### src/rtl/mem_arb_pkg.sv
// Shared types for the round-robin memory request multiplexer.
package mem_arb_pkg;

    typedef enum logic [1:0] {
        IDLE = 2'd0,
        REQ  = 2'd1,
        WAIT = 2'd2
    } state_t;

endpackage

### src/rtl/mem_arb_mux_rr_picker.sv
// Combinational round-robin picker: first set bit of req_i searching
// ptr_i, ptr_i+1, ... and wrapping at N_PORTS.
module rr_picker #(
    parameter int N_PORTS = 4,
    parameter int PTR_W   = (N_PORTS > 1) ? $clog2(N_PORTS) : 1
) (
    input  logic [N_PORTS-1:0] req_i,
    input  logic [PTR_W-1:0]   ptr_i,
    output logic [PTR_W-1:0]   grant_o,
    output logic               any_o
);

    logic [PTR_W:0]   sum_w    [N_PORTS];
    logic [PTR_W-1:0] cand_idx [N_PORTS];
    logic             cand_vld [N_PORTS];

    // Candidate gi is the channel gi positions after ptr, reduced mod N_PORTS.
    generate
        for (genvar gi = 0; gi < N_PORTS; gi++) begin : g_cand
            assign sum_w[gi]    = {1'b0, ptr_i} + (PTR_W+1)'(gi);
            assign cand_idx[gi] = (sum_w[gi] >= (PTR_W+1)'(N_PORTS))
                                ? PTR_W'(sum_w[gi] - (PTR_W+1)'(N_PORTS))
                                : sum_w[gi][PTR_W-1:0];
            assign cand_vld[gi] = req_i[cand_idx[gi]];
        end
    endgenerate

    // Walk from the farthest candidate down so the nearest one wins.
    always_comb begin
        grant_o = '0;
        any_o   = 1'b0;
        for (int i = N_PORTS - 1; i >= 0; i--) begin
            if (cand_vld[i]) begin
                grant_o = cand_idx[i];
                any_o   = 1'b1;
            end
        end
    end

endmodule

### src/rtl/mem_arb_mux.sv
// N-channel memory request multiplexer: round-robin grant, one transaction
// outstanding, valid/ready downstream and one-hot response routing back.
module mem_arb_mux
    import mem_arb_pkg::*;
#(
    parameter int N_PORTS    = 4,
    parameter int ADDR_WIDTH = 32,
    parameter int DATA_WIDTH = 32
) (
    input  logic                                 clk_i,
    input  logic                                 rst_ni,
    input  logic [N_PORTS-1:0]                   req_valid_i,
    input  logic [N_PORTS-1:0]                   req_wen_i,
    input  logic [N_PORTS-1:0][ADDR_WIDTH-1:0]   req_addr_i,
    input  logic [N_PORTS-1:0][DATA_WIDTH-1:0]   req_wdata_i,
    output logic [N_PORTS-1:0]                   req_ready_o,
    output logic [N_PORTS-1:0]                   resp_valid_o,
    output logic [DATA_WIDTH-1:0]                resp_rdata_o,
    output logic                                 mem_valid_o,
    output logic                                 mem_wen_o,
    output logic [ADDR_WIDTH-1:0]                mem_addr_o,
    output logic [DATA_WIDTH-1:0]                mem_wdata_o,
    input  logic                                 mem_ready_i,
    input  logic                                 mem_rvalid_i,
    input  logic [DATA_WIDTH-1:0]                mem_rdata_i
);

    localparam int PTR_W = (N_PORTS > 1) ? $clog2(N_PORTS) : 1;

    state_t                  state_reg, state_next;
    logic [PTR_W-1:0]        ptr_reg, ptr_next;
    logic [PTR_W-1:0]        grant_reg, grant_next;
    logic                    wen_reg, wen_next;
    logic [ADDR_WIDTH-1:0]   addr_reg, addr_next;
    logic [DATA_WIDTH-1:0]   wdata_reg, wdata_next;
    logic [N_PORTS-1:0]      resp_valid_reg, resp_valid_next;
    logic [DATA_WIDTH-1:0]   resp_rdata_reg, resp_rdata_next;

    logic [PTR_W-1:0]        pick_idx;
    logic                    pick_any;
    logic                    complete;

    rr_picker #(
        .N_PORTS (N_PORTS),
        .PTR_W   (PTR_W)
    ) u_picker (
        .req_i   (req_valid_i),
        .ptr_i   (ptr_reg),
        .grant_o (pick_idx),
        .any_o   (pick_any)
    );

    always_ff @(posedge clk_i or negedge rst_ni) begin
        if (!rst_ni) begin
            state_reg      <= IDLE;
            ptr_reg        <= '0;
            grant_reg      <= '0;
            wen_reg        <= 1'b0;
            addr_reg       <= '0;
            wdata_reg      <= '0;
            resp_valid_reg <= '0;
            resp_rdata_reg <= '0;
        end else begin
            state_reg      <= state_next;
            ptr_reg        <= ptr_next;
            grant_reg      <= grant_next;
            wen_reg        <= wen_next;
            addr_reg       <= addr_next;
            wdata_reg      <= wdata_next;
            resp_valid_reg <= resp_valid_next;
            resp_rdata_reg <= resp_rdata_next;
        end
    end

    always_comb begin
        state_next      = state_reg;
        ptr_next        = ptr_reg;
        grant_next      = grant_reg;
        wen_next        = wen_reg;
        addr_next       = addr_reg;
        wdata_next      = wdata_reg;
        resp_valid_next = '0;
        resp_rdata_next = resp_rdata_reg;
        complete        = 1'b0;

        case (state_reg)
            IDLE: begin
                if (pick_any) begin
                    state_next = REQ;
                    grant_next = pick_idx;
                    wen_next   = req_wen_i[pick_idx];
                    addr_next  = req_addr_i[pick_idx];
                    wdata_next = req_wdata_i[pick_idx];
                end
            end
            REQ: begin
                // An rvalid alongside the accept finishes the transaction at once.
                if (mem_ready_i) begin
                    if (mem_rvalid_i) complete = 1'b1;
                    else              state_next = WAIT;
                end
            end
            WAIT: begin
                if (mem_rvalid_i) complete = 1'b1;
            end
            default: state_next = IDLE;
        endcase

        if (complete) begin
            state_next                 = IDLE;
            resp_valid_next[grant_reg] = 1'b1;
            resp_rdata_next            = mem_rdata_i;
            ptr_next = (grant_reg == PTR_W'(N_PORTS - 1)) ? '0 : grant_reg + PTR_W'(1);
        end
    end

    // Grant pulse is combinational, so it is also held off while reset is low.
    always_comb begin
        req_ready_o = '0;
        if (rst_ni && state_reg == IDLE && pick_any) begin
            req_ready_o[pick_idx] = 1'b1;
        end
    end

    assign mem_valid_o  = (state_reg == REQ);
    assign mem_wen_o    = wen_reg;
    assign mem_addr_o   = addr_reg;
    assign mem_wdata_o  = wdata_reg;
    assign resp_valid_o = resp_valid_reg;
    assign resp_rdata_o = resp_rdata_reg;

endmodule
### config.mk
export PLATFORM = sky130hd
export DESIGN_NAME = mem_arb_mux
export DESIGN_NICKNAME = d
export VERILOG_FILES = /design/src/rtl/mem_arb_pkg.sv /design/src/rtl/mem_arb_mux_rr_picker.sv /design/src/rtl/mem_arb_mux.sv
export SDC_FILE = /design/constraint.sdc
export NUM_CORES = 1
export LEC_CHECK = 0
export ABC_AREA = 1
export BUFFER_PORTS_ARGS = -buffer_cell sky130_fd_sc_hd__buf_4
export CAP_MARGIN = 20
export CORE_AREA = 2 2 156 158
export CTS_BUF_LIST = sky130_fd_sc_hd__clkbuf_16
export DETAILED_ROUTE_END_ITERATION = 16
export DIE_AREA = 0 0 158 160
export PLACE_DENSITY_LB_ADDON = 0.25
export SYNTH_ARGS = -nofsm -noshare
export SYNTH_HDL_FRONTEND = slang
export SYNTH_HIERARCHICAL = 1
export SYNTH_SLANG_ARGS = --single-unit
### constraint.sdc
create_clock -name clk_i -period 2.36 [get_ports clk_i]
set_input_delay 0.472 -clock clk_i [delete_from_list [all_inputs] [get_ports clk_i]]
set_output_delay 0.472 -clock clk_i [all_outputs]
set_load 0.01 [all_outputs]
* Word-level counts from Yosys, hierarchy flattened
Cells that the tools add are included.
** Operators by class
- Add/sub/neg operators :: 8
- $lt $le $gt $ge :: 12
- Eq/ne operators :: 7
- Multiplexer cells :: 41
- Reductions and logical operators :: 7
** Operators by type and width (count)
- 32-bit binary-select mux with 2-bit select :: 2
- 32-bit two-way mux :: 2
- 2-bit two-way mux :: 13
- 2-bit by 3-bit < comparator with 1-bit output (second input constant) :: 6
- 1-bit two-way mux :: 13
- 1-bit binary-select mux with 2-bit select :: 5
- 3-bit greater-or-equal comparator (second input constant) :: 3
- 4-bit two-way mux :: 2
- 2-bit by 1-bit subtractor with 2-bit output (second input constant) :: 4
- 2-bit by 2-bit adder with 3-bit output (second input constant) :: 2
- 2-bit one-hot mux with 3 select lines :: 1
- 1-bit demux with 2-bit select :: 2
- 2-bit == test (second input constant) :: 2
- 2-bit by 1-bit greater-or-equal comparator with 1-bit output (second input constant) :: 2
- 1-bit logical AND :: 4
- 4-bit AND reduction :: 1
- 2-bit by 1-bit adder with 3-bit output (second input constant) :: 1
- 2-bit by 3-bit greater-or-equal comparator with 1-bit output (second input constant) :: 1
- 3-bit by 1-bit != test with 1-bit output (second input constant) :: 1
- 3-bit by 2-bit != test with 1-bit output (second input constant) :: 1
- 3-bit != test (second input constant) :: 1
- 2-bit by 1-bit adder with 2-bit output (second input constant) :: 1
- 2-bit by 1-bit == test with 1-bit output (second input constant) :: 1
- 2-bit logical NOT :: 1
- other kinds (3) :: 3
** Word-level totals
- Register bits after elaboration :: 107
- Input bits :: 300
- Output and inout bits :: 106
- Word-level logic and storage cells :: 83

* Depth between registers and ports, before layout
Gate-level depths: netlist of run 1.
- Depth after elaboration :: 14
- Mapped depth :: 20
- Depth with buffers taken out :: 16

* Modules after synthesis
The synthesis of run 1 kept the hierarchy.
** Modules (own cells, without submodules)
- mem_arb_mux :: instances 1, cells an instance 1106, area an instance 6703.9 um2, seq. area each 2677.6 um2
- rr_picker :: instances 1, cells an instance 44, area an instance 225.2 um2, seq. area each 0.0 um2

* Worst setup path before layout of run 1
OpenSTA, ideal clock, no wires.
- Path type :: reg2out
- Start :: reg ptr_reg[0]
- End :: out req_ready_o[0]
- Data arrival time :: 1.761 ns
- Data required time :: 1.888 ns
- Setup slack :: 0.127 ns
- Cell stages (with the launch flop) :: 15
- Path buffers :: 4
- Cell sequence :: dfrtp_1 > buf_6 > inv_4 > nand2_4 > and2_4 > nand2_4 > nand2_2 > inv_2 > nand2_1 > nand2_1 > nand2_1 > buf_4 > buf_6 > buf_2 > nor3_1
** On the way
- Cells in the longest elaborated chain, start to end :: 14
- Elaborated cells on any way between the ends :: 38
- Those cells by class :: 7 x add/sub; 6 x order compare; 23 x mux; 2 x reduce/logical
** Ends and longest elaborated chain
- start, declared :: RTL line mem_arb_mux.sv:31 : logic [PTR_W-1:0] ptr_reg, ptr_next;
- start signal, assigned :: RTL line mem_arb_mux.sv:65 : ptr_reg <= ptr_next;
- 2-bit by 2-bit adder with 3-bit output :: RTL line mem_arb_mux_rr_picker.sv:20 : assign sum_w[gi] = {1'b0, ptr_i} + (PTR_W+1)'(gi);
- 3-bit greater-or-equal comparator / 2-bit by 1-bit subtractor with 2-bit output (equally long branches) :: RTL line mem_arb_mux_rr_picker.sv:21, mem_arb_mux_rr_picker.sv:22
- 2-bit two-way mux :: RTL line mem_arb_mux_rr_picker.sv:22 : ? PTR_W'(sum_w[gi] - (PTR_W+1)'(N_PORTS))
- 1-bit binary-select mux with 2-bit select :: RTL line mem_arb_mux_rr_picker.sv:24 : assign cand_vld[gi] = req_i[cand_idx[gi]];
- 1-bit two-way mux (implied by the code) :: RTL line mem_arb_mux_rr_picker.sv:24
- 2-bit two-way mux (3 in a row) :: RTL line mem_arb_mux_rr_picker.sv:33 : if (cand_vld[i]) begin
- 2-bit two-way mux (*) :: RTL line mem_arb_mux_rr_picker.sv:33
- net pick_idx[0] :: RTL line mem_arb_mux.sv:39 : logic [PTR_W-1:0] pick_idx;
- 2-bit by 3-bit < comparator with 1-bit output (implied by the code) / 2-bit by 1-bit greater-or-equal comparator with 1-bit output (equally long branches) :: RTL line mem_arb_mux.sv:121 : req_ready_o[pick_idx] = 1'b1;
- 1-bit logical AND (implied by the code) :: RTL line mem_arb_mux.sv:121
- 1-bit two-way mux (implied by the code) :: RTL line mem_arb_mux.sv:121
- 1-bit demux with 2-bit select (*) :: RTL line mem_arb_mux.sv:121
- 4-bit two-way mux (*) :: RTL line mem_arb_mux.sv:120 : if (rst_ni && state_reg == IDLE && pick_any) begin
- end, declared :: RTL line mem_arb_mux.sv:16 : output logic [N_PORTS-1:0] req_ready_o,
Mark *: on every way through the listed nets, which the timed path passes. The rest lies on a longest branch. The select of a mux whose other input is x is not followed.

* Worst setup path after layout of run 1
- Start :: reg ptr_reg[0]
- End :: out req_ready_o[1]
Same word-level chain as after synthesis.

==> results.md, run 1 <==
- Stages on the worst setup path: 11
- Avg Inst Size Synth: 6.03 um2
- CP bufs+invs: 3
- Synth Area in XOR/XNOR: 0%
- Async S/R FF share, synth: between 90% and 100%
- Reg clk slew, reported paths: 80 ps
- H-tree depth: 3
- Fraction of layout cells with a size suffix above 1: 32.4%
- # DRC: 0
- Number of DRC markers in iteration 0: 409
- Max VDD drop: 833 uV
- Core area: roughly 24000 um2
- Cell chain of the critical path: buf_6 -> nand2_2 -> nand3_1 -> nand2_2 -> nand3_2 -> nand2_2 -> nand2_2 -> nand2_4 -> inv_8 -> nor3_4 -> buf_6
- Delay-heaviest family, CP: simple AND/OR/NAND/NOR gates
- Area delta synth->final: 56.2%
- Failing checks: setup timing
- Final Setup Violations: 4
- Placed Cells: 1831
- CP max stage cell: dfrtp_2
- Die Area: 25300 um2
- Non-filler cells, final: 1861
- CP required: 1890 ps
- Cell area after layout: 10800 um2
- Synth warn: 6
- Util after Layout: 45.5%
- Vias in the first global route: 7458
- Clock skew: 9.98 ps
- Total Routing Usage GR: 19.8%
- Total wire length: 26600 um
- Crit share post-route: 104%
- Startpoint Class: flip-flop
- Post-route setup TNS: -280 ps
- Die Span X: roughly 160 um
- Max clock buf depth: 2
- Worst slack, placed: slightly below 20 ps
- Critical path arrival: between 1500 and 2000 ps
- Worst setup EP type: output pin
- # port buffers: 405
- Final Max Tran Viols: 0
- Post-Synthesis Cell Area: between 6000 and 7000 um2
- Cell count after synthesis: 1150
- TritonCTS Buffers: 9
- Final Wtd Congestion: 0.857
- Compound-cell area share of the yosys netlist: between 2 and 3%
- Placed Area: 10200 um2
- RSZ-0062 raised after global routing: yes
- Mux share of post-synthesis cell area: 0%
- Cell mode on critical path: nand2_2
- Initial Utilization: 29.1%
- Global-route wire length before repair: 39300 um
- Hpwl dp: 19100 um
- Synth area leader: nand2_1
- FP Rows: 57
- Worst R2R Path Depth: 18
- DR vias: 8122
- Adder-cell share of the synthesized area: under 10%
- R2R Setup Slk: roughly 30 ps
- WL/cell: 14.3 um
- Leakage power: 0.00660 uW
- Die Span Y: 160 um
- HP Class: input pin to asynchronous set/reset pin
- Tmin final: 2460 ps
- Worst-Skew Late Latency: 350 ps
- Simple-gate portion of the synthesized area: 48.0%
- Synth top cells by count: nand2_1, dfrtp_1, inv_1
- Slew margin rel.: 47.2%
- # IOs: 406
- DR pass1 iterations: 5
- CP Capture Point: req_ready_o[1]
- Initial antenna violation count: 0
- Fmax achieved: about 400 MHz
- # Max-Cap Violations: 0
- Crit-path max cell delay: 480 ps
- Worst r2r src: ptr_reg[0]
- CP Max Fanout: 5
- Worst Setup SP: ptr_reg[0]
- Grt ovf: 0
- Syn Nets: 1459
- Largest net degree at the start of global routing: 108
- NumNets Final: 1841
- Synth unique cells: 22
- Share of the synthesized area in the top cell type: 45.6%
- Pwr/cell area: roughly 1500 nW/um2
- # clock sinks: 107
- Synth area leaders: nand2_1, dfrtp_1, inv_1, buf_2, o21ai_0
- Vias per inst: 4.36
- Hold violation total from the final report: 0
- Synth Flop Type: dfrtp_1
- Cts hold-fix bufs: 0
- Setup ws final: -98.3 ps
- Most numerous cell in the Yosys netlist: nand2_1
- CTS tree: built
- Antenna Nets Post-Route: 0
- Seq/Total Area, Yosys: 38.6%
- Synth Register Bits: 107
- Largest family of logic cells by synthesized area: simple AND/OR/NAND/NOR gates
- Status: complete, but fails checks
- Worst setup path category: flip-flop to output pin
- Post-synth EDFFs: 0
- Worst-Margin Slew: 792 ps
- Antenna cell count: 0
- Clock root buffer: clkbuf_16
- Worst reg2reg endpoint: mem_wdata_o[1]
-- per-stage QoR --
stage | hold slack [ps] | total power (uW)
after global placement | 464 | 13500
after global routing | 269 | 17400
after detailed placement | 466 | 13600
after CTS | 251 | 15400
after floorplan | 176 | 10100
final | 218 | 15800
-- metal layers --
layer / part of all wire, % / vias up / global-route usage, % / wire [um]
met5: 0 / - / 0 / 0
met4: 2.0 / 0 / 5.28 / 532
met3: 7.5 / 33 / 5.10 / 1990
met2: 49 / 303 / 34.0 / 13200
met1: 41 / 3621 / 24.4 / 10900
li1: - / 4165 / - / -
-- worst register-to-register path: stages, from the launching register on --
cell	delay, ps
dfrtp_2	480
buf_6	160
nand2_2	60
nand3_1	120
nand2_2	100
nand3_2	100
nand2_2	70
nand2_2	50
nand2_4	110
buf_12	130
buf_6	220
buf_16	190
buf_4	140
nand2_1	40
nand2_1	60
nand2_1	50
nand2_1	70
nand2_1	40
nand2_1	80
-- report_power, final --
part           internal, uW  total, uW  switching (uW)  leakage [uW]
sequential             2710       3220             517       0.00135
clock                   734       1500             766      0.000134
combinational          4310      11100            6750       0.00512
-- cell families (layout without fill, tap and decap cells) --
kind of cell	count (synthesis)	count (layout)
compound gates	39	39
fa+ha+maj	9	9
buf+inv	123	510
flops	107	107
simple gates	872	872
-- worst min-delay path by stage --
stage / slack, ps / cells after the start / start / to
2_1_floorplan: 180 / 0 / rst_ni / grant_reg[0]
3_3_place_gp: 460 / 2 / mem_addr_o[23] / mem_addr_o[23]
3_5_place_dp: 470 / 2 / mem_addr_o[12] / mem_addr_o[12]
4_1_cts: 250 / 2 / rst_ni / mem_wdata_o[18]
5_1_grt: 270 / 2 / rst_ni / mem_wdata_o[21]
6_report: 220 / 2 / rst_ni / mem_wdata_o[18]
-- cell type report --
| cell class | count | area [um2] |
|---|---|---|
| clock inverter | 7 | 57.6 |
| timing repair buffer | 438 | 3450 |
| clock buffer | 9 | 225 |
| multi-input combinational | 920 | 3780 |
| fill | 2504 | 13000 |
| sequential | 107 | 2680 |
| tap | 324 | 405 |
| inverter | 56 | 223 |
-- layout by cell type (no fill, tap or decap), types with 3 or more instances in the layout --
| cell | netlist | final |
|---|---|---|
| buf_12 | 0 | 5 |
| buf_4 | 6 | 422 |
| buf_6 | 9 | 7 |
| clkbuf_16 | 0 | 11 |
| dfrtp_1 | 107 | 105 |
| ha_1 | 9 | 9 |
| inv_1 | 50 | 48 |
| inv_2 | 4 | 5 |
| nand2_1 | 841 | 831 |
| nand2_2 | 5 | 12 |
| nand2_4 | 2 | 5 |
| nand3_1 | 13 | 5 |
| nand3_2 | 0 | 6 |
| nor2_1 | 6 | 4 |
| nor3_2 | 0 | 3 |
| o21ai_0 | 35 | 35 |
-- what timing repair did --
action	in CTS	in global routing
gates resized for setup	24	22
gates cloned	0	2
buffers inserted	6	6
endpoints found under the setup margin	4	57
pin swaps	11	10
(Power assumes the default switching activity.)
==> inputs of run 2 (changes only) <==
--- a/config.mk
+++ b/config.mk
@@ -6,12 +6,12 @@
 export NUM_CORES = 1
 export LEC_CHECK = 0
 export ABC_AREA = 1
-export BUFFER_PORTS_ARGS = -buffer_cell sky130_fd_sc_hd__buf_4
 export CAP_MARGIN = 20
-export CORE_AREA = 2 2 156 158
+export CORE_AREA = 2 2 159 161
 export CTS_BUF_LIST = sky130_fd_sc_hd__clkbuf_16
 export DETAILED_ROUTE_END_ITERATION = 16
-export DIE_AREA = 0 0 158 160
+export DIE_AREA = 0 0 161 163
+export DONT_BUFFER_PORTS = 1
 export PLACE_DENSITY_LB_ADDON = 0.25
 export SYNTH_ARGS = -nofsm -noshare
 export SYNTH_HDL_FRONTEND = slang
==> results.md, run 2 (synthesis results as in run 1) <==
- Crit share post-route: 103% (was 104%)
- Max clock buf depth: 2 (unchanged)
- Worst setup path category: flip-flop to output pin (unchanged)
- DR vias: 6602 (was 8122)
- Fmax achieved: 411 MHz (was 407 MHz)
- Hpwl dp: 16400 um (was 19100 um)
- Worst-Margin Slew: 809 ps (was 792 ps)
- Sw power: 7800 uW (was 8030 uW)
- Clock root buffer: clkbuf_16 (unchanged)
- Hold violation total from the final report: 107 (was 0)
- Startpoint Class: flip-flop (unchanged)
- Setup ws final: -71.0 ps (was -98.3 ps)
- CP required: 1890 ps (about the same)
- Area delta synth->final: 13.3% (was 56.2%)
- Fraction of layout cells with a size suffix above 1: 7.95% (was 32.4%)
- TritonCTS Buffers: 9 (unchanged)
- Worst-Skew Late Latency: 350 ps (about the same)
- Vias in the first global route: 6015 (was 7458)
- Initial Utilization: 28.1% (was 29.1%)
- H-tree depth: 3 (unchanged)
- CTS tree: built (unchanged)
- Status: complete, but fails checks (unchanged)
- Global-route wire length before repair: 33600 um (was 39300 um)
- Final Wtd Congestion: 0.819 (was 0.857)
- RSZ-0062 raised after global routing: yes (unchanged)
- Most frequent cells in the layout: nand2_1, dfrtp_1, inv_1 (was nand2_1, buf_4, dfrtp_1)
- Reg clk slew, reported paths: 80 ps (about the same)
- DR pass1 iterations: 4 (was 5)
- Number of DRC markers in iteration 0: 342 (was 409)
- NumNets Final: 1436 (was 1841)
- CP Max Fanout: 5 (unchanged)
- Largest net degree at the start of global routing: 109 (was 108)
- Tmin final: 2430 ps (was 2460 ps)
- Seq pwr share: 26.0% (was 20.4%)
- Cell area after layout: 7850 um2 (was 10800 um2)
- Comb pwr share: 62.3% (was 70.1%)
- Core area: 24700 um2 (was 23800 um2)
- Initial antenna violation count: 0 (unchanged)
- Worst slack, placed: -7.71 ps (was 19.8 ps)
- Worst setup EP type: output pin (unchanged)
- Slew margin rel.: 46.1% (was 47.2%)
- # clock sinks: 107 (unchanged)
- Grt ovf: 0 (unchanged)
- FP Rows: 58 (was 57)
- # Max-Cap Violations: 0 (unchanged)
- Cell internal pwr: 6780 uW (was 7750 uW)
- WL/cell: 15.8 um (was 14.3 um)
- Clock Power Share: 11.7% (was 9.5%)
- Critical path arrival: 1960 ps (was 1990 ps)
- Antenna Nets Post-Route: 0 (unchanged)
- Post-route setup TNS: -149 ps (was -280 ps)
- Vias per inst: 4.52 (was 4.36)
- Placed Area: 7230 um2 (was 10200 um2)
- Total wire length: 23000 um (was 26600 um)
- Antenna cell count: 0 (unchanged)
- Commonest non-fill, non-tap cell in the layout: nand2_1 (unchanged)
- Final Setup Violations: 3 (was 4)
- # IOs: 406 (unchanged)
- Failing checks: hold timing, setup timing (was setup timing)
- Die Span X: 161 um (was 158 um)
- # port buffers: 0 (was 405)
- Pwr/cell area: 1860 nW/um2 (was 1460 nW/um2)
- Clock skew: 6.62 ps (was 9.98 ps)
- Total Routing Usage GR: 16.3% (was 19.8%)
- Die Area: 26200 um2 (was 25300 um2)
- Util after Layout: 31.8% (was 45.5%)
- HP Class: input pin to asynchronous set/reset pin (unchanged)
- Max VDD drop: 718 uV (was 833 uV)
- Final Max Tran Viols: 0 (unchanged)
- Hold WS: -189 ps (was 218 ps)
- Leakage power: 0.00466 uW (was 0.00660 uW)
- Die Span Y: 163 um (was 160 um)
- # DRC: 0 (unchanged)
- Switching share of power: 53.5% (was 50.9%)
==> run 2: worst max-delay path, stage by stage (launching register included) <==
cell and delay, ps:
dfrtp_2 450, buf_6 150, o21ai_4 170, nand2_2 110, nand3_2 100, nand2_2 60, nand2_2 80, nand2_4 100
buf_6 140, nor3_2 90, buf_4 150
==> run 2: power groups by stage <==
stage | registers, uW | logic, uW | clock network (uW)
final | 3800 | 9080 | 1710
after global routing | 3900 | 10400 | 1860
after CTS | 3820 | 8710 | 1780
after detailed placement | 3840 | 8350 | 0
after global placement | 3860 | 8270 | 0
after floorplan | 3510 | 6600 | 0
==> run 2: per-layer routing <==
metal	up-vias	routed length [um]	track usage (%)
met5	-	0	0
met4	0	189	3.37
met3	16	1910	4.91
met2	278	11300	28.2
met1	2953	9610	20.2
li1	3355	-	-
==> run 2: cell type report <==
cell class / instances / area [um2]
Tap cell: 330 / 413
Clock buffer: 9 / 225
Fill cell: 2754 / 16800
Inverter: 56 / 223
Clock inverter: 7 / 105
Multi-Input combinational cell: 920 / 3780
Sequential cell: 107 / 2680
Timing Repair Buffer: 33 / 427
==> run 2: path summary, 6_finish.rpt <==
path	slack [ps]	depth (start not counted)	start	end
worst max-delay path	-70	10	ptr_reg[0]	req_ready_o[2]
worst min-delay path	-190	0	rst_ni	mem_wdata_o[15]
worst max register to register	160	16	ptr_reg[0]	mem_addr_o[8]
worst min register to register	560	2	state_reg[1]	state_reg[1]
max in group asynchronous	2420	0	rst_ni	ptr_reg[0]
min in group clk_i	260	2	mem_rdata_i[4]	resp_rdata_o[4]
==> run 2: timing repair <==
action | in CTS | in global routing
endpoints found under the setup margin | 6 | 44
cloned | 0 | 2
resized for setup | 32 | 17
hold endpoints to repair | 107 | 107
setup buffers | 7 | 0
pin swaps | 12 | 3
==> run 2: per-stage QoR <==
| step | total power [uW] | std cells | hold slack [ps] |
|---|---|---|---|
| finish | 14600 | 1462 | -189 |
| global route | 16200 | 1462 | -220 |
| CTS | 14300 | 1460 | -210 |
| detailed placement | 12200 | 1438 | 179 |
| global placement | 12100 | 1438 | 179 |
| floorplan | 10100 | 1150 | 176 |
